--- src/rtl/collapse_key_reader.sv ---
// Reader-side sequencer for an array of read-once collapse cells: strobes each cell once, assembles the key.
// Optional macro COLLAPSE_READER_KILL_ON_ERR_EN adds a KILL state that fuses the unread cells after a bad fragment.
module collapse_key_reader #(
  parameter int NUM_CELLS = 4
) (
  input  logic                   clk,
  input  logic                   reset,
  input  logic                   start,
  input  logic                   abort,
  output logic [NUM_CELLS-1:0]   cell_read,
  input  logic [8*NUM_CELLS-1:0] cell_key,
  input  logic [NUM_CELLS-1:0]   cell_oe,
  input  logic [NUM_CELLS-1:0]   cell_pad,
  output logic [NUM_CELLS-1:0]   cell_fuse,
  output logic [8*NUM_CELLS-1:0] key_out,
  output logic                   key_valid,
  input  logic                   key_ack,
  output logic                   done,
  output logic                   busy,
  output logic                   err,
  output logic [3:0]             err_cell
);

  localparam logic [3:0] LAST = 4'(NUM_CELLS - 1);

`ifdef COLLAPSE_READER_KILL_ON_ERR_EN
  typedef enum logic [2:0] {S_IDLE, S_READ, S_HOLD, S_ZERO, S_FAIL, S_KILL} state_t;
`else
  typedef enum logic [2:0] {S_IDLE, S_READ, S_HOLD, S_ZERO, S_FAIL} state_t;
`endif

  state_t                 state_q, state_d;
  logic [3:0]             idx_q, idx_d;
  logic [NUM_CELLS-1:0]   rd_q, rd_d;
  logic [8*NUM_CELLS-1:0] key_q, key_d;
  logic                   vld_q, vld_d;
  logic                   done_q, done_d;
  logic                   busy_q, busy_d;
  logic                   err_q, err_d;
  logic [3:0]             err_cell_q, err_cell_d;
`ifdef COLLAPSE_READER_KILL_ON_ERR_EN
  logic [NUM_CELLS-1:0]   fuse_q, fuse_d;
`endif

  // Fragment currently addressed by idx, selected without over-wide bit indices
  logic       frag_oe, frag_pad;
  logic [7:0] frag_byte;
  logic [3:0] idx_nxt;

  always_comb begin
    frag_oe   = 1'b0;
    frag_pad  = 1'b0;
    frag_byte = 8'h00;
    for (int k = 0; k < NUM_CELLS; k++) begin
      if (idx_q == k[3:0]) begin
        frag_oe   = cell_oe[k];
        frag_pad  = cell_pad[k];
        frag_byte = cell_key[8*k +: 8];
      end
    end
  end

  assign idx_nxt = idx_q + 4'd1;

  always_comb begin
    state_d    = state_q;
    idx_d      = idx_q;
    rd_d       = '0;
    key_d      = key_q;
    vld_d      = 1'b0;
    done_d     = 1'b0;
    err_d      = err_q;
    err_cell_d = err_cell_q;
`ifdef COLLAPSE_READER_KILL_ON_ERR_EN
    fuse_d     = '0;
`endif
    unique case (state_q)
      S_IDLE: begin
        if (start && !abort) begin
          idx_d   = 4'd0;
          err_d   = 1'b0;
          key_d   = '0;
          rd_d[0] = 1'b1;
          state_d = S_READ;
        end
      end
      S_READ: begin
        if (abort) begin
          key_d   = '0;
          err_d   = 1'b0;
          state_d = S_IDLE;
        end else if (frag_oe && frag_pad) begin
          for (int k = 0; k < NUM_CELLS; k++) begin
            if (idx_q == k[3:0]) key_d[8*k +: 8] = frag_byte;
          end
          if (idx_q == LAST) begin
            vld_d   = 1'b1;
            state_d = S_HOLD;
          end else begin
            idx_d = idx_nxt;
            for (int k = 0; k < NUM_CELLS; k++) rd_d[k] = (idx_nxt == k[3:0]);
          end
        end else begin
          // Bad fragment: its byte is dropped and the partial key destroyed
          key_d      = '0;
          err_cell_d = idx_q;
`ifdef COLLAPSE_READER_KILL_ON_ERR_EN
          for (int k = 0; k < NUM_CELLS; k++) fuse_d[k] = (k[3:0] >= idx_q);
          state_d = S_KILL;
`else
          err_d   = 1'b1;
          state_d = S_FAIL;
`endif
        end
      end
      S_HOLD: begin
        if (abort) begin
          key_d   = '0;
          err_d   = 1'b0;
          state_d = S_IDLE;
        end else if (key_ack) begin
          key_d   = '0;
          done_d  = 1'b1;
          state_d = S_ZERO;
        end else begin
          vld_d = 1'b1;
        end
      end
      S_ZERO: begin
        key_d   = '0;
        state_d = S_IDLE;
      end
      S_FAIL: begin
        key_d = '0;
        if (abort) begin
          err_d   = 1'b0;
          state_d = S_IDLE;
        end else if (start) begin
          idx_d   = 4'd0;
          err_d   = 1'b0;
          rd_d[0] = 1'b1;
          state_d = S_READ;
        end
      end
`ifdef COLLAPSE_READER_KILL_ON_ERR_EN
      S_KILL: begin
        key_d   = '0;
        err_d   = 1'b1;
        state_d = S_FAIL;
      end
`endif
      default: begin
        key_d   = '0;
        state_d = S_IDLE;
      end
    endcase
    busy_d = (state_d != S_IDLE) && (state_d != S_FAIL);
  end

  always_ff @(posedge clk or posedge reset) begin
    if (reset) begin
      state_q    <= S_IDLE;
      idx_q      <= 4'd0;
      rd_q       <= '0;
      key_q      <= '0;
      vld_q      <= 1'b0;
      done_q     <= 1'b0;
      busy_q     <= 1'b0;
      err_q      <= 1'b0;
      err_cell_q <= 4'd0;
`ifdef COLLAPSE_READER_KILL_ON_ERR_EN
      fuse_q     <= '0;
`endif
    end else begin
      state_q    <= state_d;
      idx_q      <= idx_d;
      rd_q       <= rd_d;
      key_q      <= key_d;
      vld_q      <= vld_d;
      done_q     <= done_d;
      busy_q     <= busy_d;
      err_q      <= err_d;
      err_cell_q <= err_cell_d;
`ifdef COLLAPSE_READER_KILL_ON_ERR_EN
      fuse_q     <= fuse_d;
`endif
    end
  end

  // An abort in the strobe cycle must keep the cell from being consumed
  assign cell_read = rd_q & ~{NUM_CELLS{abort}};
  assign key_out   = key_q & {(8*NUM_CELLS){vld_q}};
  assign key_valid = vld_q;
  assign done      = done_q;
  assign busy      = busy_q;
  assign err       = err_q;
  assign err_cell  = err_cell_q;
`ifdef COLLAPSE_READER_KILL_ON_ERR_EN
  assign cell_fuse = fuse_q;
`else
  assign cell_fuse = '0;
`endif

endmodule

--- config.mk ---
export PLATFORM = sky130hd
export DESIGN_NAME = collapse_key_reader
export DESIGN_NICKNAME = d
export VERILOG_FILES = /design/src/rtl/collapse_key_reader.sv
export SDC_FILE = /design/constraint.sdc
export NUM_CORES = 1
export LEC_CHECK = 0
export ABC_AREA = 1
export ABC_CLOCK_PERIOD_IN_PS = 2000
export CORE_ASPECT_RATIO = 1.1
export CORE_MARGIN = 4
export CORE_UTILIZATION = 40
export CTS_CLUSTER_SIZE = 16
export DETAILED_ROUTE_END_ITERATION = 16
export PLACE_DENSITY_LB_ADDON = 0.1
export SYNTH_ARGS = -nofsm -noshare
export SYNTH_HDL_FRONTEND = slang
export SYNTH_SLANG_ARGS = --single-unit
--- constraint.sdc ---
create_clock -name clk -period 2 [get_ports clk]
set_clock_uncertainty 0.15 [all_clocks]
set_input_delay 0.4 -clock clk [delete_from_list [all_inputs] [get_ports clk]]
set_output_delay 0.4 -clock clk [all_outputs]
set_load 0.005 [all_outputs]
== Word level (Yosys, flattened, before mapping) ==
Index checks and enable logic that the tools add are counted.
Storage, ports and cells
  register bits: 51
  output and inout bits: 48
  word-level logic and storage cells: 120
  input port bits: 45
Operators by class
  reduce and logical (&&, ||, !) cells: 17
  multiplexer cells: 61
  add/sub/neg operators: 1
  bitwise gates (word level): 5
  equal/unequal tests: 24
Operators by type and width (number)
  2-to-1 mux 32 bit: 5
  case mux 32 bit (3 select lines): 1
  2-to-1 mux 8 bit: 7
  2-to-1 mux 4 bit: 9
  AND 32 bit: 1
  2-to-1 mux 3 bit: 9
  2-to-1 mux 1 bit: 25
  equality test 4 x 2 -> 1 bit (second input constant): 4
  inequality test 4 bit (second input constant): 4
  AND reduction 3 bit: 5
  inequality test 2 bit (second input constant): 7
  inequality test 3 bit (second input constant): 4
  case mux 3 bit (4 select lines): 1
  case mux 4 bit (3 select lines): 1
  equality test 4 x 1 -> 1 bit (second input constant): 2
  logical NOT 4 bit: 2
  AND reduction 7 bit: 1
  nonzero test 3 bit: 2
  AND reduction 5 bit: 1
  adder 4 x 1 -> 4 bit (second input constant): 1
  AND 4 bit: 1
  NOT 4 bit: 1
  case mux 1 bit (4 select lines): 1
  nonzero test 4 bit: 1
  9 further kinds: 12

== Depth between registers and ports, before layout ==
  word-level depth: 11
  mapped depth: 14
  depth with buffers taken out: 13

== Worst setup path before layout ==
OpenSTA, ideal clock, no wires.
  path kind: register to register
  start point: register idx_q[1]
  end point: register key_q[0]
  path buffers: 1
  period minus slack after synthesis: 1.863 ns
  library setup time: 0.116 ns
  data arrival time: 1.596 ns
  path slack: 0.137 ns
  stages on the path, launching flop included: 13
  data required time: 1.734 ns
  cell sequence: dfrtp_1 -> inv_1 -> ha_1 -> buf_1 -> nand2_2 -> nand2_1 -> nand3_1 -> nand3_1 -> nand2_1 -> nand3_2 -> nor2_4 -> nand2_1 -> nand2_1
Between the ends
  longest elaborated chain between the ends: 9
  elaborated cells between the ends (all ways): 22
  classes of those cells: 4 x eq/ne; 15 x mux; 3 x reduce/logical
Ends and longest elaborated chain
  start, declared: line 33  | logic [3:0] idx_q, idx_d;
  start signal, assigned: line 176  | idx_q <= idx_d;
  logical NOT 4 bit: line 55, 94
  2-to-1 mux 1 bit (4 in a row): line 55  | if (idx_q == k[3:0]) begin
  logical AND 1 bit: line 92  | end else if (frag_oe && frag_pad) begin
  2-to-1 mux 32 bit: line 92
  2-to-1 mux 32 bit: line 88  | if (abort) begin
  case mux 32 bit (3 select lines): line 77  | unique case (state_q)
  end signal, assigned: line 178  | key_q <= key_d;
  end, declared: line 35  | logic [8*NUM_CELLS-1:0] key_q, key_d;
Several ways; a longest one is shown, not always the timed one. The select of a mux whose other input is x is not followed.
A chain may end at the register's enable or synchronous reset.

== Final worst setup path ==
  start point: register vld_q (netlist: key_valid)
  end point: output key_out[1]
Between the ends
  longest elaborated chain between the ends: 1
Ends and longest elaborated chain
  start, declared: line 36  | logic vld_q, vld_d;
  start signal, assigned: line 179  | vld_q <= vld_d;
  AND 32 bit: line 192  | assign key_out = key_q & {(8*NUM_CELLS){vld_q}};
  end, declared: line 15  | output logic [8*NUM_CELLS-1:0] key_out,
Every way passes these cells.

==> metrics.yaml <==
outcome:
  outcome: "finished, final reports clean"
place:
  dp_slack_ns: -0.179
  post_dp_cell_area_um2: 4230
  gp_congestion: 0.919
  dp_cells: 610
  io_buffers: 88
  hpwl_um: 6060
critical_path:
  crit_path_max_fanout: 16
  cp.required_ns: 1.45
  worstPathArrival_ns: 1.40
  rr_worst_depth: 12
  start_kind: "register"
  cp-end-kind: "output pin"
  critical_path_class: "register to output pin"
global_route:
  grt_first_pass_wirelength_um: 13400
  grt_pass1_vias: 2886
  grt_max_degree: 39
  antenna_found_initial: 0
  grt_overflow: 0
  grt_use_total_pct: 18.1
logic_synthesis:
  synth-seq-area-share_pct: 42.5
  synth_top_area_cell: "dfrtp_1"
  synth_edf_count: 0
  ys_types: 31
  synth_top_cell_area_share_pct: 42.5
  avgSynthCellArea_um2: 7.25
  async_flop_share_pct: 100
  ys.warnings.count: 0
  netlist_top_cells_area: "dfrtp_1, nand2_1, inv_1"
  yosys_most_used_dff: "dfrtp_1"
  ys_ff_latch: 51
  syn_area_um2: 3000
  syn_inst: 414
drt:
  drt_pass1_iterations: 4
  via_count: 2937
  drtAntennaViolNets: 0
  drtIter0Drc: 101
  drt-total-wl_um: 8230
  wire_per_inst_um: 13.0
  drc_errors: 0
  viasPerCell: 4.64
clocking:
  worst_skew_pair.late_latency_ns: 0.30
  clk_pin_slew_ns: 0.09
  cts_tree: "built"
  cts_hold_buf: 0
  htree_levels: 2
  clock-root-buffer: "clkbuf_8"
  cts.sinks: 51
  numCtsBuffers: 5
  clock_path_buffers: 2
die:
  die_w_um: 90.6
  num_rows: 32
  num_io_pins: 93
  dieArea_um2: 8960
  start_util_pct: 41.9
  core-area_um2: 7170
  die_h_um: 98.9
final_layout:
  antenna_cells: 0
  syn_to_final_growth_pct: 54.8
  design_area_um2: 4650
  nets: 596
  final_common_cell: "nand2_1"
  instances_no_fill: 633
  layout_common_cells: "nand2_1, clkdlybuf4s50_1, inv_1"
  drive_above_1_share_pct: 21.7
sta:
  slew_viol_final: 0
  setup_viol: 0
  finalHoldViolCount: 0
  post-route-period-util_pct: 97.3
  max_freq_mhz: 514
  fin_hold_ws_ns: 0.211
  grt_setup_unrepaired: "true"
  finalCriticalPeriod_ns: 1.95
  fin_ws_ns: 0.0548
job:
  drv_cap: 0
power_and_ir_drop:
  p_total_mw: 3.27
  p_per_area_nw_per_um2: 705
  vdd.ir_drop.worst_mv: 0.344
  leakagePower_nw: 2.70
hold_path:
  hp-class: "input port to asynchronous set/reset pin"
synth_stat cells (3+ instances only):
cell type,instances
nand2_1,181
inv_1,54
dfrtp_1,51
nand3_1,32
nor2_1,15
nand3_2,11
nor2_4,8
o21ai_0,8
or2_2,7
nand2_2,6
buf_4,5
ha_1,4
inv_2,4
clkbuf_1,3
nand2_4,3
logic make-up after synthesis:
| family | Yosys count | synth area share, % |
|---|---|---|
| compound gates | 10 | 1.67 |
| other cells | 1 | 0.125 |
| simple gates | 274 | 43.0 |
| flops | 51 | 42.5 |
| buf+inv | 72 | 10.4 |
| xor+xnor | 2 | 0.584 |
| fa+ha+maj | 4 | 1.67 |
routing by layer:
metal  wire, um  vias to the layer above  global-route usage, %
met5          0                        -                      0
met4         91                        0                   4.95
met3        482                        7                   3.74
met2       3980                       78                   31.3
met1       3680                     1341                   22.8
li1           -                     1511                      -
layout make-up:
| class | instances | area (um2) |
|---|---|---|
| Fill cell | 620 | 2520 |
| Sequential cell | 51 | 1280 |
| Clock inverter | 3 | 67.6 |
| Inverter | 59 | 231 |
| Multi-Input combinational cell | 294 | 1560 |
| Timing Repair Buffer | 136 | 1330 |
| Tap cell | 85 | 106 |
| Clock buffer | 5 | 68.8 |
metrics by stage:
stage | setup TNS, ns | util, %
finish | 0 | 64.8
global route | -0.991 | 64.8
CTS | -0.266 | 60.7
detailed placement | -5.96 | 59.1
global placement | -4.62 | 59.1
floorplan | 0 | -
worst paths after layout:
kind / from / endpoint / slack (ns)
setup / recovery: key_valid$_DFF_PP0_ / key_out[1] / 0.05
hold / removal: reset / rd_q[0]$_DFF_PP0_ / 0.21
setup reg to reg: idx_q[0]$_DFFE_PP0P_ / key_q[26]$_DFFE_PP0P_ / 0.06
hold reg to reg: key_q[30]$_DFFE_PP0P_ / key_q[30]$_DFFE_PP0P_ / 0.34
max in group asynchronous: reset / key_valid$_DFF_PP0_ / 0.99
min in group clk: key_q[30]$_DFFE_PP0P_ / key_q[30]$_DFFE_PP0P_ / 0.34
flip-flops by register name, summed over array words and instances, names as in the netlist:
signal,cells
busy,1
done,1
err,1
err_cell,4
idx_q,4
key_q,32
key_valid,1
rd_q,4
state_q,3
power breakdown:
group	switching (mW)	total, mW	internal, mW
Clock	0.362	0.861	0.499
Sequential	0.0523	1.15	1.10
Combinational	0.646	1.26	0.613
Total	1.06	3.27	2.21
critical path: stages (launching register included):
cell and delay (ns):
dfrtp_2 0.45, buf_6 0.13, clkbuf_16 0.16, nand2_1 0.07, inv_1 0.03, dlygate4sd2_1 0.25
repair_timing:
item,CTS,global route
gates cloned,0,2
buffers inserted,1,12
resized for setup,36,39
pin swaps,2,24
endpoints found under the setup margin,68,46
No activity file was read; power rests on OpenSTA's default activity.
